===== config.mk =====
export PLATFORM = sky130hd
export DESIGN_NAME = mult_div_ctrl_flat
export DESIGN_NICKNAME = d
export VERILOG_FILES = /design/src/rtl/mips_pkg.sv /design/src/rtl/mult_div_ctrl_if.sv /design/src/rtl/div_restore_step.sv /design/src/rtl/mult_div_ctrl.sv /design/src/flat_wrapper.sv
export SDC_FILE = /design/constraint.sdc
export NUM_CORES = 1
export LEC_CHECK = 0
export ABC_CLOCK_PERIOD_IN_PS = 16850
export BUFFER_PORTS_ARGS = -buffer_cell sky130_fd_sc_hd__buf_2
export CAP_MARGIN = 20
export CORE_UTILIZATION = 55
export DETAILED_ROUTE_END_ITERATION = 6
export PLACE_DENSITY_LB_ADDON = 0.1
export SETUP_SLACK_MARGIN = 0.4
export SKIP_LAST_GASP = 1
export SLEW_MARGIN = 20
export SYNTH_ARGS = -nofsm -noshare
export SYNTH_HDL_FRONTEND = slang
export SYNTH_SLANG_ARGS = --single-unit

===== constraint.sdc =====
create_clock -name clk -period 16.85 [get_ports clk]
set_input_delay 0 -clock clk [delete_from_list [all_inputs] [get_ports clk]]
set_output_delay 0 -clock clk [all_outputs]
set_load 0.02 [all_outputs]

===== src/rtl/mips_pkg.sv =====
// Shared definitions for the MIPS multicycle CPU: the multiply/divide
// sequencer states, its iteration count and the MULT/DIV request decode.
package mips_pkg;

    localparam int MD_ITERS = 32;

    typedef enum logic [1:0] {
        IDLE = 2'b00,
        MULT = 2'b01,
        DIV  = 2'b10,
        DONE = 2'b11
    } mdState_t;

    typedef enum logic [1:0] {
        OP_NONE = 2'b00,
        OP_MULT = 2'b01,
        OP_DIV  = 2'b10
    } mdOp_t;

    // A multiply request takes priority when both starts arrive together.
    function automatic mdOp_t mdDecode(input logic startMult, input logic startDiv);
        mdOp_t op;
        op = OP_NONE;
        if (startMult) begin
            op = OP_MULT;
        end else if (startDiv) begin
            op = OP_DIV;
        end
        return op;
    endfunction

endpackage


===== src/rtl/mult_div_ctrl_if.sv =====
// Request/result bundle between the main control FSM (master) and the
// multiply/divide sequencer (slave).
interface mult_div_ctrl_if #(parameter int WIDTH = 32);

    logic             start_mult;
    logic             start_div;
    logic [WIDTH-1:0] op_a;
    logic [WIDTH-1:0] op_b;
    logic             busy;
    logic             done;
    logic             hi_lo_write;
    logic             div_zero;
    logic [WIDTH-1:0] hi;
    logic [WIDTH-1:0] lo;

    modport master (
        output start_mult, start_div, op_a, op_b,
        input  busy, done, hi_lo_write, div_zero, hi, lo
    );

    modport slave (
        input  start_mult, start_div, op_a, op_b,
        output busy, done, hi_lo_write, div_zero, hi, lo
    );

endinterface


===== src/rtl/div_restore_step.sv =====
// One restoring-divide iteration on unsigned magnitudes: shift {rem, quo}
// left by one, trial-subtract the divisor and keep the difference if it
// did not go negative.
module div_restore_step #(
    parameter int WIDTH = 32
) (
    input  logic [WIDTH-1:0] rem,
    input  logic [WIDTH-1:0] quo,
    input  logic [WIDTH-1:0] divisor,
    output logic [WIDTH-1:0] remNext,
    output logic [WIDTH-1:0] quoNext
);

    // remShift < 2*divisor, so the difference fits a WIDTH+1 bit signed value
    // and its top bit is the borrow.
    logic [WIDTH:0] remShift;
    logic [WIDTH:0] diff;

    // Shift, trial-subtract and restore on borrow.
    always_comb begin
        remShift = {rem, quo[WIDTH-1]};
        diff     = remShift - {1'b0, divisor};
        if (!diff[WIDTH]) begin
            remNext = diff[WIDTH-1:0];
            quoNext = {quo[WIDTH-2:0], 1'b1};
        end else begin
            remNext = remShift[WIDTH-1:0];
            quoNext = {quo[WIDTH-2:0], 1'b0};
        end
    end

endmodule


===== src/rtl/mult_div_ctrl.sv =====
// Multicycle signed multiply/divide sequencer behind HI/LO. One start pulse
// launches a 32-step radix-2 Booth multiply or restoring divide; the result
// is written to HI/LO once, on the edge that enters DONE.
module mult_div_ctrl
    import mips_pkg::*;
#(
    parameter int WIDTH = 32,
    parameter int ITERS = MD_ITERS   // must equal WIDTH
) (
    input  logic clk,
    input  logic reset,
    mult_div_ctrl_if.slave md
);

    localparam int              CNT_W     = $clog2(ITERS + 1);
    localparam logic [CNT_W-1:0] LAST_ITER = CNT_W'(ITERS - 1);

    mdState_t         state;
    logic [CNT_W-1:0] iterCount;

    logic             busyReg;
    logic             doneReg;
    logic             hiLoWriteReg;
    logic             divZeroReg;
    logic [WIDTH-1:0] hiReg;
    logic [WIDTH-1:0] loReg;

    // Booth state. The accumulator carries one guard bit so that adding or
    // subtracting a most-negative multiplicand never overflows mid-sequence.
    logic [WIDTH:0]   acc;
    logic [WIDTH-1:0] q;
    logic             qMinus1;
    logic [WIDTH-1:0] multiplicand;

    // Divide state, all on magnitudes; signs are reapplied at the end.
    logic [WIDTH-1:0] rem;
    logic [WIDTH-1:0] quo;
    logic [WIDTH-1:0] divisor;
    logic             quoNeg;
    logic             remNeg;

    logic [WIDTH:0]   mcandExt;
    logic [WIDTH:0]   boothSum;
    logic [WIDTH:0]   accNext;
    logic [WIDTH-1:0] qNext;
    logic             qMinus1Next;

    logic [WIDTH-1:0] remNext;
    logic [WIDTH-1:0] quoNext;
    logic [WIDTH-1:0] quoFixed;
    logic [WIDTH-1:0] remFixed;

    // |0x80000000| wraps back to 0x80000000, which read unsigned is 2^31.
    logic [WIDTH-1:0] opAMag;
    logic [WIDTH-1:0] opBMag;

    mdOp_t            reqOp;

    assign reqOp  = mdDecode(md.start_mult, md.start_div);
    assign opAMag = md.op_a[WIDTH-1] ? -md.op_a : md.op_a;
    assign opBMag = md.op_b[WIDTH-1] ? -md.op_b : md.op_b;

    // One Booth step: add/subtract the multiplicand per {q0, q-1}, then
    // arithmetic shift {acc, q, q-1} right by one.
    always_comb begin
        // NOTE: every always_comb output gets a value before any branch, so no
        // path can leave it holding its old value and infer a latch.
        mcandExt = {multiplicand[WIDTH-1], multiplicand};
        boothSum = acc;
        case ({q[0], qMinus1})
            2'b01:   boothSum = acc + mcandExt;
            2'b10:   boothSum = acc - mcandExt;
            default: boothSum = acc;
        endcase
        accNext     = {boothSum[WIDTH], boothSum[WIDTH:1]};
        qNext       = {boothSum[0], q[WIDTH-1:1]};
        qMinus1Next = q[0];
    end

    div_restore_step #(.WIDTH(WIDTH)) uDivStep (
        .rem     (rem),
        .quo     (quo),
        .divisor (divisor),
        .remNext (remNext),
        .quoNext (quoNext)
    );

    // Sign fix: quotient negative when operand signs differ, remainder
    // follows the dividend.
    assign quoFixed = quoNeg ? -quoNext : quoNext;
    assign remFixed = remNeg ? -remNext : remNext;

    // Sequencer FSM with registered outputs; DONE lasts exactly one cycle.
    always_ff @(posedge clk) begin
        if (!reset) begin
            // NOTE: sequential state is updated with non-blocking assignments so
            // every register samples the pre-edge values, independent of order.
            state        <= IDLE;
            iterCount    <= '0;
            busyReg      <= 1'b0;
            doneReg      <= 1'b0;
            hiLoWriteReg <= 1'b0;
            divZeroReg   <= 1'b0;
            hiReg        <= '0;
            loReg        <= '0;
            acc          <= '0;
            q            <= '0;
            qMinus1      <= 1'b0;
            multiplicand <= '0;
            rem          <= '0;
            quo          <= '0;
            divisor      <= '0;
            quoNeg       <= 1'b0;
            remNeg       <= 1'b0;
        end else begin
            doneReg      <= 1'b0;
            hiLoWriteReg <= 1'b0;
            divZeroReg   <= 1'b0;

            case (state)
                IDLE: begin
                    case (reqOp)
                        OP_MULT: begin
                            state        <= MULT;
                            busyReg      <= 1'b1;
                            iterCount    <= '0;
                            acc          <= '0;
                            q            <= md.op_b;
                            qMinus1      <= 1'b0;
                            multiplicand <= md.op_a;
                        end
                        OP_DIV: begin
                            busyReg   <= 1'b1;
                            iterCount <= '0;
                            if (md.op_b == '0) begin
                                state      <= DONE;
                                doneReg    <= 1'b1;
                                divZeroReg <= 1'b1;
                            end else begin
                                state   <= DIV;
                                rem     <= '0;
                                quo     <= opAMag;
                                divisor <= opBMag;
                                quoNeg  <= md.op_a[WIDTH-1] ^ md.op_b[WIDTH-1];
                                remNeg  <= md.op_a[WIDTH-1];
                            end
                        end
                        default: ;
                    endcase
                end

                MULT: begin
                    acc       <= accNext;
                    q         <= qNext;
                    qMinus1   <= qMinus1Next;
                    iterCount <= iterCount + CNT_W'(1);
                    if (iterCount == LAST_ITER) begin
                        state        <= DONE;
                        hiReg        <= accNext[WIDTH-1:0];
                        loReg        <= qNext;
                        doneReg      <= 1'b1;
                        hiLoWriteReg <= 1'b1;
                    end
                end

                DIV: begin
                    rem       <= remNext;
                    quo       <= quoNext;
                    iterCount <= iterCount + CNT_W'(1);
                    if (iterCount == LAST_ITER) begin
                        state        <= DONE;
                        hiReg        <= remFixed;
                        loReg        <= quoFixed;
                        doneReg      <= 1'b1;
                        hiLoWriteReg <= 1'b1;
                    end
                end

                DONE: begin
                    state   <= IDLE;
                    busyReg <= 1'b0;
                end

                default: begin
                    state   <= IDLE;
                    busyReg <= 1'b0;
                end
            endcase
        end
    end

    assign md.busy        = busyReg;
    assign md.done        = doneReg;
    assign md.hi_lo_write = hiLoWriteReg;
    assign md.div_zero    = divZeroReg;
    assign md.hi          = hiReg;
    assign md.lo          = loReg;

endmodule


===== src/flat_wrapper.sv =====
// flat-port wrapper written by rule: the top's interface ports become plain ports
module mult_div_ctrl_flat import mips_pkg::*;
#(
    parameter int WIDTH = 32,
    parameter int ITERS = MD_ITERS                      
)
  (clk, reset, md_start_mult, md_start_div, md_op_a, md_op_b, md_busy, md_done, md_hi_lo_write, md_div_zero, md_hi, md_lo);
  mult_div_ctrl_if #(.WIDTH(WIDTH)) md_i ();
  input  logic clk;
  input  logic reset;
  input wire logic [$bits(md_i.start_mult)-1:0] md_start_mult;
  input wire logic [$bits(md_i.start_div)-1:0] md_start_div;
  input wire logic [$bits(md_i.op_a)-1:0] md_op_a;
  input wire logic [$bits(md_i.op_b)-1:0] md_op_b;
  output wire logic [$bits(md_i.busy)-1:0] md_busy;
  output wire logic [$bits(md_i.done)-1:0] md_done;
  output wire logic [$bits(md_i.hi_lo_write)-1:0] md_hi_lo_write;
  output wire logic [$bits(md_i.div_zero)-1:0] md_div_zero;
  output wire logic [$bits(md_i.hi)-1:0] md_hi;
  output wire logic [$bits(md_i.lo)-1:0] md_lo;
  assign md_i.start_mult = md_start_mult;
  assign md_i.start_div = md_start_div;
  assign md_i.op_a = md_op_a;
  assign md_i.op_b = md_op_b;
  assign md_busy = md_i.busy;
  assign md_done = md_i.done;
  assign md_hi_lo_write = md_i.hi_lo_write;
  assign md_div_zero = md_i.div_zero;
  assign md_hi = md_i.hi;
  assign md_lo = md_i.lo;
  mult_div_ctrl #(.WIDTH(WIDTH), .ITERS(ITERS)) u_core (.clk(clk), .reset(reset), .md(md_i));
endmodule

# Word-level counts from Yosys, hierarchy flattened
# Cells that the tools add are included.
# op_classes
n_eq_ne,16
muxes,39
n_addsub,8
bitwise_logic,2
n_reduce_logical,19
# op_table
cell,count
32-bit 2-to-1 mux,14
32-bit one-hot mux with 2 select lines,5
33-bit one-hot mux with 2 select lines,2
32-bit negator,4
33-bit adder,1
33-bit 2-to-1 mux,1
33-bit by 32-bit subtractor with 33-bit output,1
33-bit subtractor,1
32-bit zero test,1
2-bit AND reduction,7
6-bit one-hot mux with 2 select lines,1
2-bit nonzero test,5
3-bit AND reduction,3
"2-bit == test, second input constant",4
"2-bit != test, second input constant",4
1-bit 2-to-1 mux,7
"6-bit by 1-bit adder with 6-bit output, second input constant",1
"2-bit by 1-bit == test with 1-bit output, second input constant",3
"6-bit by 5-bit == test with 1-bit output, second input constant",1
2-bit 2-to-1 mux,3
6-bit 2-to-1 mux,1
"2-bit by 1-bit != test with 1-bit output, second input constant",3
1-bit one-hot mux with 2 select lines,3
2-bit one-hot mux with 3 select lines,1
other kinds (6),7
# totals
input_bits,68
reg_bits,272
out_inout_bits,68
elab_cells,101

# Depth between registers and ports, before layout
# Gate-level depths: netlist of run 1.
# logic_depth
ltp_word,6
ltp_mapped,25
ltp_nobuf,20

# Hierarchy
# Synthesis of run 1 repeated with hierarchy kept, for this count alone.
# unflattened
cells_unflattened,2482
hier_area_um2,18935.7
# modules_own_cells
mod,cells_per_inst,n_inst,seq_area_each_um2,area_each_um2
mult_div_ctrl,2143,1,5425.2,16392.0
div_restore_step,339,1,0.0,2543.7

# Least setup slack after synthesis of run 1
# No wires, ideal clock.
# synth_path
path_type,flip-flop to flip-flop
startpoint,register u_core.quo[31]
endpoint,"register u_core.hiReg[28], in the netlist u_core.md.hi[28]"
n_path_buf,5
setup_time_ns,0.068
setup_slack_ns,11.557
arrival_ns,5.225
path_stages_with_launch,25
required_time_ns,16.782
period_less_slack_ns,5.293
cell_sequence,dfxtp_1 -> inv_1 -> ha_1 -> fa_1 -> nand2b_1 -> a211o_1 -> a2111o_1 -> and4bb_4 -> or3_1 -> buf_6 -> nand2_1 -> buf_4 -> buf_4 -> buf_4 -> buf_2 -> nand2_1 -> o21ai_0 -> ha_1 -> inv_1 -> nor4_1 -> a41oi_1 -> or2_1 -> or4_1 -> a311o_1 -> o21ai_2
# synth_between
elab_chain_len,6
# synth_rtl
element,line_no,text
start: declaration,mult_div_ctrl.sv:37,logic [WIDTH-1:0] quo;
start signal: assignment,mult_div_ctrl.sv:142,quo <= opAMag;
start signal: assignment,mult_div_ctrl.sv:168,quo <= quoNext;
33-bit by 32-bit subtractor with 33-bit output,div_restore_step.sv:22,"diff = remShift - {1'b0, divisor};"
32-bit 2-to-1 mux (*),div_restore_step.sv:23,if (!diff[WIDTH]) begin
32-bit negator,mult_div_ctrl.sv:91,assign remFixed = remNeg ? -remNext : remNext;
32-bit 2-to-1 mux (*),mult_div_ctrl.sv:91,
32-bit 2-to-1 mux (*),mult_div_ctrl.sv:170,if (iterCount == LAST_ITER) begin
32-bit one-hot mux with 2 select lines (*),mult_div_ctrl.sv:120,case (state)
end signal: assignment,mult_div_ctrl.sv:159,hiReg <= accNext[WIDTH-1:0];
end signal: assignment,mult_div_ctrl.sv:172,hiReg <= remFixed;
end: declaration,mult_div_ctrl.sv:25,logic [WIDTH-1:0] hiReg;
# Every way passes the cells marked *; elsewhere a longest branch is shown, timed or not. The select of a mux whose other input is x is not followed.
# A chain may end at the register's enable or synchronous reset.

# Final worst setup path of run 1
# layout_path
startpoint,register u_core.quo[31]
endpoint,"register u_core.loReg[28], in the netlist u_core.md.lo[28]"
# layout_between
elab_chain_len,6
# layout_rtl
element,line_no,text
33-bit by 32-bit subtractor with 33-bit output,div_restore_step.sv:22,
1-bit 2-to-1 mux,div_restore_step.sv:23,
32-bit negator,mult_div_ctrl.sv:90,assign quoFixed = quoNeg ? -quoNext : quoNext;
32-bit 2-to-1 mux,mult_div_ctrl.sv:90,
32-bit 2-to-1 mux,mult_div_ctrl.sv:170,
32-bit one-hot mux with 2 select lines,mult_div_ctrl.sv:120,
end signal: assignment,mult_div_ctrl.sv:160,loReg <= qNext;
end signal: assignment,mult_div_ctrl.sv:173,loReg <= quoFixed;
end: declaration,mult_div_ctrl.sv:26,logic [WIDTH-1:0] loReg;
# No other way between the ends. The select of a mux whose other input is x is not followed.

==> results.txt, run 1 <==
----------------------------------------------------
[STA]
  Max-slew headroom at the worst pin ... 21.8%
  Crit path time final ... roughly 5.9 ns
  Unrepaired setup endpoints after global routing ... false
  Final Slew Violations ... 0
  Final worst path period share ... 35.0%
  Pin slew with the least headroom to its limit ... 1.17 ns
  Sum of negative setup slack ... 0 ns
  Setup WS post-layout ... 10.95 ns
  Number of endpoints with negative hold slack in the final report ... 0
  Final setup violation count ... 0
  Timing-limited maximum frequency ... 169 MHz
  Setup clock skew after layout ... 0.0212 ns

[Place]
  Routability congestion estimate from global placement ... 0.935
  Minimum setup slack after placement ... around 11 ns
  Total placed cells including tap cells ... between 2000 and 3000
  Count of port buffers added during placement ... ~140
  Hpwl dp ... 47000 um

[Finish]
  Share of final-layout standard cells stronger than drive strength 1 ... 9.38%
  Fillers ... 3053
  Final non-filler cell total ... 3103
  Net count, final ... 2775
  Area growth from synthesis to layout ... 13.5%

[Run]
  Number of max-cap violations ... 0

[Yosys]
  Top cells by area, synth ... sky130_fd_sc_hd__dfxtp_1, sky130_fd_sc_hd__nand2_1, sky130_fd_sc_hd__a21oi_1
  Number of synthesized register bits ... 271
  Adder-cell area share of the yosys netlist ... 5.19%
  Syn avg cell area ... 7.42 um^2
  Post-synthesis simple-gate area fraction ... 22.4%
  Xor/xnor share of the synthesized area ... 8.26%
  Post-synthesis compound-gate area fraction ... a little over a quarter
  Post-synth net total ... between 2000 and 3000
  Number of flops mapped to enable cells by yosys ... 0
  Synth Cell Area ... 18900 um^2
  Yosys warning count ... 0
  Main combinational cell family by area after synthesis ... compound AO/OA/AOI/OAI gates
  Post-synthesis sequential area ratio ... 28.8%
  Most used flip-flop cell after synthesis ... sky130_fd_sc_hd__dfxtp_1
  Yosys top cell by area ... sky130_fd_sc_hd__dfxtp_1
  Async SR Flop Fraction ... 0%
  Mux share of post-synthesis cell area ... 3.92%
  Number of instances in the synthesized netlist ... 2542
  Distinct cells, synth ... slightly above 80
  Synth top area share ... 28.8%

[CTS]
  Worst-Skew Late Latency ... 0.60 ns
  Post-cts repair resize count ... 0
  Sink Count ... about 270
  CTS tree ... built
  Library cell used as clock root buffer ... sky130_fd_sc_hd__clkbuf_16
  Post-CTS Hold Buffers ... 70
  Largest buffer count on any clock path ... 3
  Setup repair bufs after CTS ... 0
  H-Tree Level Count ... 1
  Total CTS buffers ... 31
  Clock transition at the registers of the reported paths ... approximately 0.060 ns

[Die]
  Chip Width ... 187 um
  Area enclosed by the die boundary ... between 30000 and 40000 um^2
  Height of the die ... about 190 um
  Std-Cell Core Area ... 33600 um^2
  Floorplan row count ... 67
  I/O pin count ... 136
  Initial standard-cell utilization of the core ... a little under three fifths

[Critical path]
  Slack of the worst reg-to-reg path ... 10.95 ns
  Kind of start point of the critical path ... register
  Kind of end point of the critical path ... register
  CP Max Fanout ... 27
  Start-to-end type of the worst setup path ... register to register
  Data arrival time of the critical path ... 6.36 ns
  Critical path data required time ... approximately 17 ns

[Power and ir drop]
  Max VDD drop ... around 0.21 mV
  Total power per unit cell area ... 163 nW/um^2
  Total leakage power ... between 8 and 9 nW
  Post-route total power ... around 3.5 mW

[Global route]
  Initial antenna violation count ... 1
  GR Util met2 ... approximately three fifths
  First-pass GRT wire length ... 102000 um
  Vias in the first global route ... ~18000
  Most Used Layer, Global Route ... met2
  Total global routing track utilization ... 36.1%
  Global route total overflow ... 0
  Pin count of the biggest net entering global routing ... 128
  Met1 track utilization from global routing ... 48.1%
  Met3 usage in global routing ... 4.00%

[Routing]
  Count of vias placed by the detailed router ... 19700
  Pre-Repair DR Iteration Count ... 6
  Final Routed Wirelength ... 65300 um
  Number of nets with antenna violations after routing ... 0
  Routed length per placed instance ... 21.0 um
  Iteration-0 DRC count of the detailed router ... 1806
  Vias per cell ... 6.35
  Total DRC errors in the routed layout ... 0

[Outcome]
  Result of the run ... finished, final reports clean

[Min path]
  Hold WC Path Type ... primary input to register

----------------------------------------------------
==> per-stage QoR <==
stage	util (%)	cell area, um^2	hold slack [ns]
after CTS	63.7	21400	0.00952
after global placement	58.4	19600	0.285
after floorplan	-	18900	0.136
after global routing	63.7	21400	0.0435
final	63.7	21400	0.0396
after detailed placement	58.4	19600	0.295
==> worst max-delay path, stage by stage, from the launching register on <==
cell                       delay [ns]
sky130_fd_sc_hd__dfxtp_1         0.36
sky130_fd_sc_hd__inv_1           0.09
sky130_fd_sc_hd__ha_1            0.21
sky130_fd_sc_hd__fa_1            0.40
sky130_fd_sc_hd__nand2b_1        0.20
sky130_fd_sc_hd__a211o_1         0.35
sky130_fd_sc_hd__a2111o_1        0.46
sky130_fd_sc_hd__and4bb_4        0.24
sky130_fd_sc_hd__o21ai_2         0.45
sky130_fd_sc_hd__nand2_2         0.35
sky130_fd_sc_hd__inv_2           0.50
sky130_fd_sc_hd__ha_1            0.30
sky130_fd_sc_hd__nand3_1         0.23
sky130_fd_sc_hd__nand2b_1        0.28
sky130_fd_sc_hd__nand2b_1        0.20
sky130_fd_sc_hd__or3_1           0.41
sky130_fd_sc_hd__o31ai_1         0.26
sky130_fd_sc_hd__xor2_1          0.17
sky130_fd_sc_hd__a211oi_1        0.09
sky130_fd_sc_hd__a21oi_1         0.15
sky130_fd_sc_hd__nor2_1          0.05
==> cells in the mapped netlist (all sizes together), types with 25 or more instances <==
master	n
nand4	25
nand3	41
xor2	99
o211ai	26
a22oi	43
o21ai	178
clkbuf	140
dfxtp	271
mux2i	66
nand2b	25
nor3	47
ha	75
a211oi	101
nor2	292
or3	33
nand2	314
xnor2	79
buf	30
or4	28
inv	81
o31ai	33
a21oi	230
==> logic make-up after synthesis <==
family,count (synthesis)
DFF,271
buffers and inverters,251
xor gates and xnor gates,178
adders and majority gates,77
AOI/OAI and AO/OA,776
muxes,73
and+or+nand+nor,916
==> where the power goes <==
part / internal, mW / switching, mW / total (mW)
Combinational: 0.624 / 1.24 / 1.86
Sequential: 0.778 / 0.137 / 0.915
Clock: 0.415 / 0.292 / 0.707
Total: 1.82 / 1.67 / 3.49
==> area by class of cell <==
class | count | area [um^2] | share of cell area (%)
Tap cell | 448 | 561 | 2.62
Clock buffer | 42 | 887 | 4.14
Inverter | 81 | 309 | 1.44
Timing Repair Buffer | 225 | 1530 | 7.15
Sequential cell | 271 | 5430 | 25.3
Clock inverter | 15 | 171 | 0.800
Antenna cell | 1 | 2.50 | 0.0117
Multi-Input combinational cell | 2020 | 12500 | 58.5
==> cell usage in the layout (no fill, tap or decap), types with 7 or more instances in the layout <==
cell type,instances
sky130_fd_sc_hd__a211oi_1,100
sky130_fd_sc_hd__a22oi_1,43
sky130_fd_sc_hd__buf_4,19
sky130_fd_sc_hd__nand2_1,312
sky130_fd_sc_hd__a21oi_1,228
sky130_fd_sc_hd__buf_2,135
sky130_fd_sc_hd__o21ai_0,171
sky130_fd_sc_hd__and3_1,18
sky130_fd_sc_hd__clkbuf_16,31
sky130_fd_sc_hd__and4_1,9
sky130_fd_sc_hd__nor3_1,47
sky130_fd_sc_hd__mux2i_1,66
sky130_fd_sc_hd__ha_1,72
sky130_fd_sc_hd__nor3b_1,7
sky130_fd_sc_hd__xor2_1,99
sky130_fd_sc_hd__o211ai_1,26
sky130_fd_sc_hd__nor4_1,22
sky130_fd_sc_hd__clkinv_2,9
sky130_fd_sc_hd__nand4_1,25
sky130_fd_sc_hd__dlygate4sd3_1,70
sky130_fd_sc_hd__mux2_2,7
sky130_fd_sc_hd__o21a_1,16
sky130_fd_sc_hd__o31ai_1,33
sky130_fd_sc_hd__a31oi_1,20
sky130_fd_sc_hd__nor2_1,291
sky130_fd_sc_hd__dfxtp_1,271
sky130_fd_sc_hd__o21bai_1,9
sky130_fd_sc_hd__and2_1,18
sky130_fd_sc_hd__a21o_1,21
sky130_fd_sc_hd__nor2b_1,12
sky130_fd_sc_hd__clkbuf_8,7
sky130_fd_sc_hd__or3_1,33
sky130_fd_sc_hd__or4_1,28
sky130_fd_sc_hd__nand2b_1,25
sky130_fd_sc_hd__inv_1,79
sky130_fd_sc_hd__o41ai_1,20
sky130_fd_sc_hd__nand3_1,41
sky130_fd_sc_hd__xnor2_1,79
==> sequential cells by signal, summed over array words and instances (netlist names), 2 cells and up <==
signal and cells:
u_core.quo 32, u_core.divisor 32, u_core.rem 32, u_core.md.hi 32, u_core.state 2, u_core.md.lo 32, u_core.multiplicand 32, u_core.q 32
u_core.acc 32, u_core.iterCount 6
==> routing by layer <==
metal	part of all wire, %	vias to the layer above	wire length, um
met2	47	851	30500
met4	3.7	0	2420
met1	43	9380	27900
li1	-	9335	-
met5	0	-	0
met3	6.8	153	4460
==> worst paths after layout <==
path / startpoint / end / cells past startpoint
worst min register to register: u_core.qMinus1 / u_core.qMinus1 / 2
worst max register to register: u_core.quo[31] / u_core.md.lo[28] / 20
worst max-delay path: u_core.quo[31] / u_core.md.lo[28] / 20
worst min-delay path: reset / u_core.md.hi[29] / 3
(Power assumes the default switching activity.)
==> run 2: changes to the inputs <==
--- a/config.mk
+++ b/config.mk
@@ -5,7 +5,7 @@
 export SDC_FILE = /design/constraint.sdc
 export NUM_CORES = 1
 export LEC_CHECK = 0
-export ABC_CLOCK_PERIOD_IN_PS = 16850
+export ABC_CLOCK_PERIOD_IN_PS = 5000
 export BUFFER_PORTS_ARGS = -buffer_cell sky130_fd_sc_hd__buf_2
 export CAP_MARGIN = 20
 export CORE_UTILIZATION = 55
==> constraint.sdc (replaced) <==
create_clock -name clk -period 5 [get_ports clk]
set_input_delay 0 -clock clk [delete_from_list [all_inputs] [get_ports clk]]
set_output_delay 0 -clock clk [all_outputs]
set_load 0.02 [all_outputs]
==> run 2 against run 1 <==
Cell count grew 2.1%. Routed wire length shrank 0.38%. Combinational power grew to 3.7 times the previous value. Final area grew 4.8%. Clock skew shrank 0.0057 ns.
==> results.txt, run 2 (synthesis gave the netlist of run 1 again) <==
----------------------------------------------------
[Finish]
  Commonest cells after routing, fill and taps aside ... sky130_fd_sc_hd__nand2_1, sky130_fd_sc_hd__nor2_1, sky130_fd_sc_hd__dfxtp_1, sky130_fd_sc_hd__a21oi_1, sky130_fd_sc_hd__o21ai_0
  Fillers ... 2924
  Combined area of the multi-input logic cells ... around 13000 um^2
  Cell area after layout ... between 20000 and 25000 um^2
  Leading cell type in the layout, fill and taps excluded ... sky130_fd_sc_hd__nand2_1
  Area growth from synthesis to layout ... 18.9%
  Final non-filler cell total ... around 3200
  Net count, final ... between 2000 and 3000
  Sequential cell area in the final layout ... 5430 um^2
  Share of final-layout standard cells stronger than drive strength 1 ... 14.3%

[Critical path]
  RR Startpoint ... u_core.quo[31]
  Reg2reg path depth ... 21
  Kind of start point of the critical path ... register
  Critical path data required time ... 5.53 ns
  Data arrival time of the critical path ... 5.08 ns
  Slack of the worst reg-to-reg path ... between 0.4 and 0.5 ns
  Origin of the worst setup path ... u_core.quo[31]
  Worst setup path endpoint ... u_core.md.hi[28]
  CP Max Fanout ... 7
  Destination of the worst register-to-register timing path ... u_core.md.hi[28]
  Start-to-end type of the worst setup path ... register to register
  Kind of end point of the critical path ... register

[Global route]
  First-pass GRT wire length ... 99700 um
  Total global routing track utilization ... 35.5%
  Pin count of the biggest net entering global routing ... 166
  Vias in the first global route ... 17900
  Initial antenna violation count ... 2
  Global route total overflow ... 0

[CTS]
  Clock transition at the registers of the reported paths ... approximately 0.06 ns
  Largest buffer count on any clock path ... 3
  Library cell used as clock root buffer ... sky130_fd_sc_hd__clkbuf_16
  Total CTS buffers ... 31
  Worst-Skew Late Latency ... 0.60 ns
  CTS tree ... built
  H-Tree Level Count ... 1
  Sink Count ... ~270

[Place]
  Count of port buffers added during placement ... about 140
  Total placed cells including tap cells ... 3018
  Cell Area, Placed ... 20100 um^2
  Routability congestion estimate from global placement ... 0.929
  Hpwl dp ... ~47000 um

[Die]
  Height of the die ... 187 um
  I/O pin count ... between 100 and 150
  Floorplan row count ... 67
  Std-Cell Core Area ... 33600 um^2
  Area enclosed by the die boundary ... 35000 um^2
  Initial standard-cell utilization of the core ... a little under three fifths
  Chip Width ... between 150 and 200 um

[Power and ir drop]
  Total leakage power ... between 8 and 9 nW
  Max VDD drop ... 0.598 mV
  Post-route total power ... around 12 mW
  Total power per unit cell area ... between 500 and 600 nW/um^2

[STA]
  Max-slew headroom at the worst pin ... 27.2%
  Sum of negative setup slack ... 0 ns
  Crit path time final ... 4.55 ns
  Setup clock skew after layout ... between 0.015 and 0.02 ns
  Pin slew with the least headroom to its limit ... 1.09 ns
  Final setup violation count ... 0
  Final-layout worst hold slack ... 0.0601 ns
  Timing-limited maximum frequency ... 220 MHz
  Final Slew Violations ... 0
  Unrepaired setup endpoints after global routing ... true
  Final worst path period share ... 91.1%
  Number of endpoints with negative hold slack in the final report ... 0

[Routing]
  Final Routed Wirelength ... between 60000 and 70000 um
  Routed metal-1 wirelength ... 28200 um
  Vias per cell ... 6.25
  Sum of met2 wire segment lengths after detailed routing ... 29700 um
  Total DRC errors in the routed layout ... 0
  Routed length per placed instance ... between 20 and 25 um
  Number of nets with antenna violations after routing ... 0
  Count of vias placed by the detailed router ... roughly 20000
  Iteration-0 DRC count of the detailed router ... 2155
  Highest routed layer ... met4
  Pre-Repair DR Iteration Count ... 6
  Routed length on met3 ... 4740 um

[Min path]
  Hold WC Path Type ... primary input to register

[Run]
  Number of max-cap violations ... 0

[Outcome]
  Result of the run ... finished, final reports clean

----------------------------------------------------
[run 2: cell types whose count changed in the layout (fill, tap and decap cells not counted), sizes merged]
| cell | delta |
|---|---|
| clkbuf | -3 |
| clkinvlp | +2 |
| bufinv | +1 |
| buf | +67 |
| clkinv | -4 |
| dlygate4sd3 | +2 |
[run 2: per-layer routing]
layer	vias to the layer above	global-route usage (%)
met3	143	5.44
met2	834	57.6
met4	0	12.2
li1	9471	-
met1	9365	47.8
met5	-	0
[run 2: worst max-delay path, stage by stage (launching register included)]
cell and delay, ns:
sky130_fd_sc_hd__dfxtp_2 0.34, sky130_fd_sc_hd__inv_2 0.05, sky130_fd_sc_hd__ha_4 0.16, sky130_fd_sc_hd__fa_2 0.34
sky130_fd_sc_hd__nand2b_4 0.16, sky130_fd_sc_hd__a211o_4 0.36, sky130_fd_sc_hd__a2111o_1 0.45, sky130_fd_sc_hd__and4bb_4 0.24
sky130_fd_sc_hd__o21ai_4 0.22, sky130_fd_sc_hd__nand2_8 0.10, sky130_fd_sc_hd__buf_12 0.15, sky130_fd_sc_hd__nor2_2 0.09
sky130_fd_sc_hd__a21oi_2 0.06, sky130_fd_sc_hd__inv_2 0.07, sky130_fd_sc_hd__ha_4 0.14, sky130_fd_sc_hd__inv_2 0.07
sky130_fd_sc_hd__nor4_4 0.29, sky130_fd_sc_hd__a41oi_2 0.09, sky130_fd_sc_hd__or2_1 0.31, sky130_fd_sc_hd__or4_1 0.42
sky130_fd_sc_hd__a311o_1 0.31, sky130_fd_sc_hd__o21ai_2 0.06
[run 2: what timing repair did]
| item | in CTS | in global routing |
|---|---|---|
| pin swaps | 22 | 41 |
| endpoints found under the setup margin | 24 | 35 |
| hold endpoints to repair | 134 | 0 |
| resized for setup | 24 | 62 |
| setup buffers | 10 | 14 |
| hold buffers | 72 | 0 |
| cloned | 0 | 0 |
[run 2: worst min path at each step]
stage	start	endpoint	slack [ns]	cells after the start
after global routing	md_op_b[31]	u_core.quoNeg	0.1	3
after CTS	md_op_b[31]	u_core.quoNeg	0.03	3
after detailed placement	md_op_a[30]	u_core.multiplicand[30]	0.29	3
after floorplan	md_op_a[8]	u_core.multiplicand[8]	0.13	2
final	md_op_b[31]	u_core.quoNeg	0.06	3
after global placement	md_op_a[29]	u_core.multiplicand[29]	0.29	3
[run 2: layout make-up]
cell class	instances	area share, %
multi-input combinational	2020	57.9
sequential	271	24.2
timing repair buffer	294	9.45
clock buffer	39	3.72
tap	448	2.50
inverter	81	1.38
clock inverter	14	0.875
antenna	1	0.0112
[run 2: per-stage QoR]
step / setup slack [ns] / util [%]
floorplan: 0.202 / -
CTS: 0.385 / 65.6
finish: 0.446 / 66.7
detailed placement: 0.0334 / 59.8
global placement: 0.147 / 59.8
global route: 0.248 / 66.7
[run 2: where the power goes]
| group | internal (mW) | switching, mW |
|---|---|---|
| logic | 2.46 | 4.35 |
| registers | 2.62 | 0.440 |
| clock network | 1.39 | 0.955 |
